### config.mk
export PLATFORM = sky130hd
export DESIGN_NAME = bp_sacc_mem_arbiter
export DESIGN_NICKNAME = d
export VERILOG_FILES = /design/src/rtl/bp_sacc_mem_arbiter.sv
export SDC_FILE = /design/constraint.sdc
export NUM_CORES = 1
export LEC_CHECK = 0
export ABC_AREA = 1
export CAP_MARGIN = 10
export CORE_AREA = 2 2 317 319
export DETAILED_ROUTE_END_ITERATION = 6
export DIE_AREA = 0 0 319 321
export PLACE_DENSITY = 0.32
export SLEW_MARGIN = 20
export SYNTH_ARGS = -nofsm -noshare
export SYNTH_HDL_FRONTEND = slang
export SYNTH_SLANG_ARGS = --single-unit
### constraint.sdc
create_clock -name clk_i -period 5.8 [get_ports clk_i]
set_input_delay 1.74 -clock clk_i [delete_from_list [all_inputs] [get_ports clk_i]]
set_output_delay 1.74 -clock clk_i [all_outputs]
set_load 0.03 [all_outputs]
### src/rtl/bp_sacc_mem_arbiter.sv
`default_nettype none
// ============================================================================
// Module   : bp_sacc_mem_arbiter
// Brief    : Routes a BedRock forward stream to one of several accelerator
//            ports and round-robin merges their response streams back.
//            Optional stall counter: BP_SACC_MEM_ARBITER_PERF_EN.
// Revision : 1.0 - initial release
// ============================================================================
module bp_sacc_mem_arbiter #(
    parameter int num_acc_p         = 2,
    parameter int hdr_width_p       = 64,
    parameter int data_width_p      = 64,
    parameter int max_outstanding_p = 4,
    localparam int sel_width_lp     = $clog2(num_acc_p)
) (
    input  logic                              clk_i,
    input  logic                              reset_i,

    input  logic [hdr_width_p-1:0]            mem_fwd_header_i,
    input  logic [data_width_p-1:0]           mem_fwd_data_i,
    input  logic                              mem_fwd_v_i,
    input  logic                              mem_fwd_last_i,
    input  logic [sel_width_lp:0]             mem_fwd_dst_i,
    output logic                              mem_fwd_ready_and_o,

    output logic [num_acc_p*hdr_width_p-1:0]  acc_fwd_header_o,
    output logic [num_acc_p*data_width_p-1:0] acc_fwd_data_o,
    output logic [num_acc_p-1:0]              acc_fwd_v_o,
    output logic [num_acc_p-1:0]              acc_fwd_last_o,
    input  logic [num_acc_p-1:0]              acc_fwd_ready_and_i,

    input  logic [num_acc_p*hdr_width_p-1:0]  acc_rev_header_i,
    input  logic [num_acc_p*data_width_p-1:0] acc_rev_data_i,
    input  logic [num_acc_p-1:0]              acc_rev_v_i,
    input  logic [num_acc_p-1:0]              acc_rev_last_i,
    output logic [num_acc_p-1:0]              acc_rev_ready_and_o,

    output logic [hdr_width_p-1:0]            mem_rev_header_o,
    output logic [data_width_p-1:0]           mem_rev_data_o,
    output logic                              mem_rev_v_o,
    output logic                              mem_rev_last_o,
    input  logic                              mem_rev_ready_and_i,

    output logic                              err_o,
    output logic [31:0]                       stall_cnt_o
);

    localparam int cnt_width_lp = $clog2(max_outstanding_p + 1);

    localparam logic [1:0] c_st_idle   = 2'd0;
    localparam logic [1:0] c_st_stream = 2'd1;
    localparam logic [1:0] c_st_drop   = 2'd2;

    logic [1:0]              r_state;
    logic [1:0]              w_state_nxt;
    logic [sel_width_lp-1:0] r_dst;
    logic [cnt_width_lp-1:0] r_cnt;
    logic                    r_err;

    logic                    w_dst_ok;
    logic                    w_cnt_full;
    logic                    w_route;
    logic [sel_width_lp-1:0] w_route_idx;
    logic                    w_fwd_ready;
    logic                    w_bad_dst;
    logic                    w_fwd_hs;
    logic                    w_inc;

    logic                    r_rr_locked;
    logic [sel_width_lp-1:0] r_rr_ptr;
    logic [sel_width_lp-1:0] r_rr_grant;
    logic                    w_rr_found;
    logic [sel_width_lp-1:0] w_rr_idx;
    logic [sel_width_lp-1:0] w_cand;
    logic [sel_width_lp-1:0] w_rev_sel;
    logic [sel_width_lp-1:0] w_rev_sel_nxt;
    logic                    w_rev_any;
    logic                    w_rev_hs;
    logic                    w_dec;

    assign w_dst_ok   = (mem_fwd_dst_i < (sel_width_lp+1)'(num_acc_p));
    // Registered count: a response landing in the same cycle cannot release the stall.
    assign w_cnt_full = (r_cnt == cnt_width_lp'(max_outstanding_p));

    always_comb begin
        w_route     = 1'b0;
        w_route_idx = r_dst;
        w_fwd_ready = 1'b0;
        w_bad_dst   = 1'b0;
        w_state_nxt = r_state;
        case (r_state)
            c_st_idle: begin
                if (mem_fwd_v_i) begin
                    if (!w_dst_ok) begin
                        w_bad_dst   = 1'b1;
                        w_fwd_ready = 1'b1;
                        if (!mem_fwd_last_i) w_state_nxt = c_st_drop;
                    end else if (!w_cnt_full) begin
                        w_route     = 1'b1;
                        w_route_idx = mem_fwd_dst_i[sel_width_lp-1:0];
                        w_fwd_ready = acc_fwd_ready_and_i[w_route_idx];
                        if (w_fwd_ready && !mem_fwd_last_i) w_state_nxt = c_st_stream;
                    end
                end
            end
            c_st_stream: begin
                if (mem_fwd_v_i) begin
                    w_route     = 1'b1;
                    w_fwd_ready = acc_fwd_ready_and_i[r_dst];
                    if (w_fwd_ready && mem_fwd_last_i) w_state_nxt = c_st_idle;
                end
            end
            c_st_drop: begin
                if (mem_fwd_v_i) begin
                    w_fwd_ready = 1'b1;
                    if (mem_fwd_last_i) w_state_nxt = c_st_idle;
                end
            end
            default: w_state_nxt = c_st_idle;
        endcase
    end

    assign w_fwd_hs = mem_fwd_v_i & w_fwd_ready;
    assign w_inc    = w_route & w_fwd_hs & mem_fwd_last_i;

    assign mem_fwd_ready_and_o = w_fwd_ready & ~reset_i;
    assign acc_fwd_header_o    = {num_acc_p{mem_fwd_header_i}};
    assign acc_fwd_data_o      = {num_acc_p{mem_fwd_data_i}};
    assign acc_fwd_last_o      = {num_acc_p{mem_fwd_last_i}};

    always_comb begin
        acc_fwd_v_o = '0;
        for (int i = 0; i < num_acc_p; i++) begin
            acc_fwd_v_o[i] = w_route & ~reset_i & (int'(w_route_idx) == i);
        end
    end

    always_ff @(posedge clk_i) begin
        if (reset_i) begin
            r_state <= c_st_idle;
            r_dst   <= '0;
        end else begin
            r_state <= w_state_nxt;
            if (r_state == c_st_idle && w_route && w_fwd_hs) r_dst <= w_route_idx;
        end
    end

    // Round-robin search starting at the pointer, wrapping modulo the port count.
    always_comb begin
        w_rr_found = 1'b0;
        w_rr_idx   = '0;
        w_cand     = '0;
        for (int i = 0; i < num_acc_p; i++) begin
            w_cand = sel_width_lp'((int'(r_rr_ptr) + i) % num_acc_p);
            if (!w_rr_found && acc_rev_v_i[w_cand]) begin
                w_rr_found = 1'b1;
                w_rr_idx   = w_cand;
            end
        end
    end

    assign w_rev_sel     = r_rr_locked ? r_rr_grant : w_rr_idx;
    assign w_rev_any     = r_rr_locked | w_rr_found;
    assign w_rev_sel_nxt = (int'(w_rev_sel) == num_acc_p - 1) ? '0
                                                               : w_rev_sel + sel_width_lp'(1);

    assign mem_rev_v_o      = w_rev_any & acc_rev_v_i[w_rev_sel] & ~reset_i;
    assign mem_rev_header_o = acc_rev_header_i[w_rev_sel*hdr_width_p +: hdr_width_p];
    assign mem_rev_data_o   = acc_rev_data_i[w_rev_sel*data_width_p +: data_width_p];
    assign mem_rev_last_o   = acc_rev_last_i[w_rev_sel];

    assign w_rev_hs = mem_rev_v_o & mem_rev_ready_and_i;
    assign w_dec    = w_rev_hs & mem_rev_last_o;

    always_comb begin
        acc_rev_ready_and_o = '0;
        for (int i = 0; i < num_acc_p; i++) begin
            acc_rev_ready_and_o[i] = w_rev_any & mem_rev_ready_and_i & ~reset_i
                                   & (int'(w_rev_sel) == i);
        end
    end

    always_ff @(posedge clk_i) begin
        if (reset_i) begin
            r_rr_locked <= 1'b0;
            r_rr_ptr    <= '0;
            r_rr_grant  <= '0;
        end else if (w_rev_hs) begin
            if (mem_rev_last_o) begin
                r_rr_locked <= 1'b0;
                r_rr_ptr    <= w_rev_sel_nxt;
            end else begin
                r_rr_locked <= 1'b1;
                r_rr_grant  <= w_rev_sel;
            end
        end
    end

    always_ff @(posedge clk_i) begin
        if (reset_i) begin
            r_cnt <= '0;
            r_err <= 1'b0;
        end else begin
            if (w_bad_dst) r_err <= 1'b1;
            if (w_inc && !w_dec && !w_cnt_full) begin
                r_cnt <= r_cnt + cnt_width_lp'(1);
            end else if (w_dec && !w_inc) begin
                if (r_cnt == '0) r_err <= 1'b1;
                else             r_cnt <= r_cnt - cnt_width_lp'(1);
            end
        end
    end

    assign err_o = r_err;

`ifdef BP_SACC_MEM_ARBITER_PERF_EN
    logic [31:0] r_stall_cnt;

    always_ff @(posedge clk_i) begin
        if (reset_i) begin
            r_stall_cnt <= '0;
        end else if (mem_fwd_v_i && !mem_fwd_ready_and_o) begin
            r_stall_cnt <= r_stall_cnt + 32'd1;
        end
    end

    assign stall_cnt_o = r_stall_cnt;
`else
    assign stall_cnt_o = '0;
`endif

endmodule
`default_nettype wire

==> impl_metrics.yaml <==
status:
  run_status: "completed"
worst_setup_path:
  r2r-end: "r_cnt[2]$_SDFFE_PP0P_"
  start_kind: "input port"
  required_ps: 4060
  rr_worst_depth: 14
  cp.arrival_ps: 3770
  endpoint_kind: "output pin"
  path_class: "input port to output pin"
  cp_max_fo: 47
  reg2reg_from: "r_rr_locked$_SDFFE_PP0N_"
  reg2reg_setup_slack_ps: 3640
die:
  start_util: 0.0461
  num_rows: 116
  fp.dieW_um: 319
  coreArea_um2: 99300
  die_h_um: 321
  pin_count: 823
  dieArea_um2: 102000
flow_run:
  cap_violations: 0
drt:
  drt_iter0_drc: 191
  drc: 0
  vias: 5137
  viasPerCell: 2.27
  postRouteAntennaNets: 0
  wl_per_cell_um: 19.0
  drt-pass1-iter-count: 4
  totalWireLength_mm: 43.0
sta:
  hold_viol: 0
  setup_viol: 0
  rsz0062_at_grt: "false"
  maxSlewViolCount: 0
  post-route-worst-setup-slack_ps: 294
  fin_crit_ps: 5510
  fmax_mhz: 182
  fin_hold_ws_ps: 492
  finalCritPeriodShare: 0.949
  skew_ps: 1.10
  fin_setup_tns_ps: 0
pwr:
  p_clk_frac: 0.078
  p_per_area_nw_per_um2: 171
  power.switching_uw: 773
  pwr-share-comb: 0.860
  peakVddDrop_mv: 0.100
  swShare: 0.506
  pwr-share-seq: 0.061
  p_int_uw: 756
  power_mw: 1.53
  p_leak_nw: 3.78
cts:
  htreeDepth: 1
  insertion_delay_ps: 230
  cts_tree: "done"
  ctsHoldBuffers: 0
  cts-root-buf: "clkbuf_16"
  clk_transition_reported_paths_ps: 40
  post_cts_buffers: 0
  numCtsBuffers: 3
  post_cts_resized: 0
  cts_sinks: 10
  clk_path_buf_depth: 2
global_routing:
  grt_pass1_vias: 5330
  grt_usage: 0.0788
  antenna_found_initial: 5
  grt_overflow: 0
  grt_start_max_net_pins: 50
  grt_pass1_wl_mm: 53.4
min_path:
  hold_end: "r_dst$_SDFFE_PP0P_"
  hold_start: "r_dst$_SDFFE_PP0P_"
  hold_path.class: "flop to flop"
  hold_path_depth: 2
layout:
  nFillCells: 11700
  fin_nets: 1365
  multi_input_area_um2: 2120
  seqCellArea_um2: 200
  syn2layout_area_growth_pct: 95.6
  drive_gt1_frac: 0.181
  stdcell_area_um2: 8940
placement:
  dpl_worst_slack_ps: 203
  gp_congestion: 0.729
  placed_area_um2: 8870
  dp_hpwl_mm: 39.2
  io_buffers: 406
logic_synthesis:
  netlist.top_cell.by_area: "buf_4"
  synth_top_area_share: 0.476
  synth.distinct_cells: 30
  yosys_warnings: 0
  synth_area_um2: 4570
  postSynthAreaPerCell_um2: 5.54
  synth_area_leaders: "buf_4, nand2_1, dfxtp_1, buf_2, inv_1"
  ys_seq_area_frac: 0.0438
  synth-seq-cells: 10
  syn_inst: 826
-- power by group through the flow --
stage	registers (mW)	clock network [mW]	logic, mW
after global routing	0.0958	0.131	1.42
after global placement	0.0956	0	1.37
after floorplan	0.0938	0	0.881
after detailed placement	0.0947	0	1.36
after CTS	0.0935	0.125	1.36
final	0.0934	0.120	1.32
-- cell type report --
cell class / count / share of cell area
antenna: 1 / 0.000280
clock buffer: 3 / 0.00839
inverter: 22 / 0.00979
multi-input combinational: 507 / 0.237
sequential: 10 / 0.0224
tap: 1298 / 0.182
timing repair buffer: 423 / 0.541
-- cell usage after synthesis --
cell       number
a21oi_4         1
nand3_4         2
clkbuf_1       13
a21oi_2         2
o21bai_1        1
nand3_1         7
a21oi_1         8
o2111ai_1       1
nor2_4          2
nor2_8          1
nand2_2         8
o21a_1          1
a211oi_1        1
fa_1            1
nand2_4         1
dfxtp_1        10
nor2_2          5
nand3_2         1
nand2_1       407
o21ai_0         6
buf_4         290
inv_1          20
conb_1          1
or2_2           1
nand4_1         1
inv_2           2
o211ai_1        2
buf_2          15
nor2_1         12
nor3_1          3
-- state kept, by name, summed over array words and instances, names as in the netlist --
register,cells
r_cnt,3
err_o,1
r_rr_grant,1
r_rr_locked,1
r_state,2
r_rr_ptr,1
r_dst,1
-- how the worst max path moves through the flow --
stage | start | endpoint | slack (ps)
floorplan | acc_rev_v_i[1] | mem_rev_data_o[0] | 1260
global placement | acc_rev_v_i[1] | mem_rev_header_o[19] | 210
detailed placement | acc_rev_v_i[1] | mem_rev_header_o[19] | 200
CTS | acc_rev_v_i[1] | mem_rev_header_o[19] | 190
global route | acc_rev_v_i[1] | mem_rev_header_o[19] | 160
finish | acc_rev_v_i[1] | mem_rev_header_o[4] | 290
-- metal layers --
layer | up-vias | track usage | routed length (um)
li1 | 2438 | - | -
met1 | 2071 | 0.0761 | 14400
met2 | 551 | 0.127 | 19200
met3 | 73 | 0.0669 | 8190
met4 | 4 | 0.0181 | 1200
met5 | - | 0 | 31
-- placed cells by master (no fill, tap or decap), types with 3 or more instances in the layout --
cell type,count
clkbuf_16,3
conb_1,32
dfxtp_1,10
o21ai_0,6
a21oi_1,8
nand2_2,7
nor2_2,5
clkdlybuf4s50_1,278
nand3_1,7
buf_4,68
nand2_1,407
nor2_1,12
inv_1,19
buf_12,77
nor3_1,3
-- through the flow --
step,utilization,cells
floorplan,-,857
global route,0.0901,2264
finish,0.0901,2264
CTS,0.0901,2263
detailed placement,0.0893,2260
global placement,0.0893,2260
-- critical path, cell delays in order --
cell	delay (ps)
clkdlybuf4s50_1	520
nor2_1	90
nor2_4	190
nand2_8	150
inv_6	130
buf_12	220
buf_4	230
nand2_1	90
nand2_1	120
buf_12	140
-- cell families (layout without fill, tap and decap cells) --
kind of cell	after synthesis	in the layout	synth area share
other	1	33	0.000820
buffers and inverters	340	448	0.521
AO/OA/AOI/OAI	23	23	0.0328
adder cells (fa/ha/maj)	1	1	0.00438
AND/OR/NAND/NOR	451	451	0.397
flip-flops	10	10	0.0438
Power figures use the tool's default switching activity.
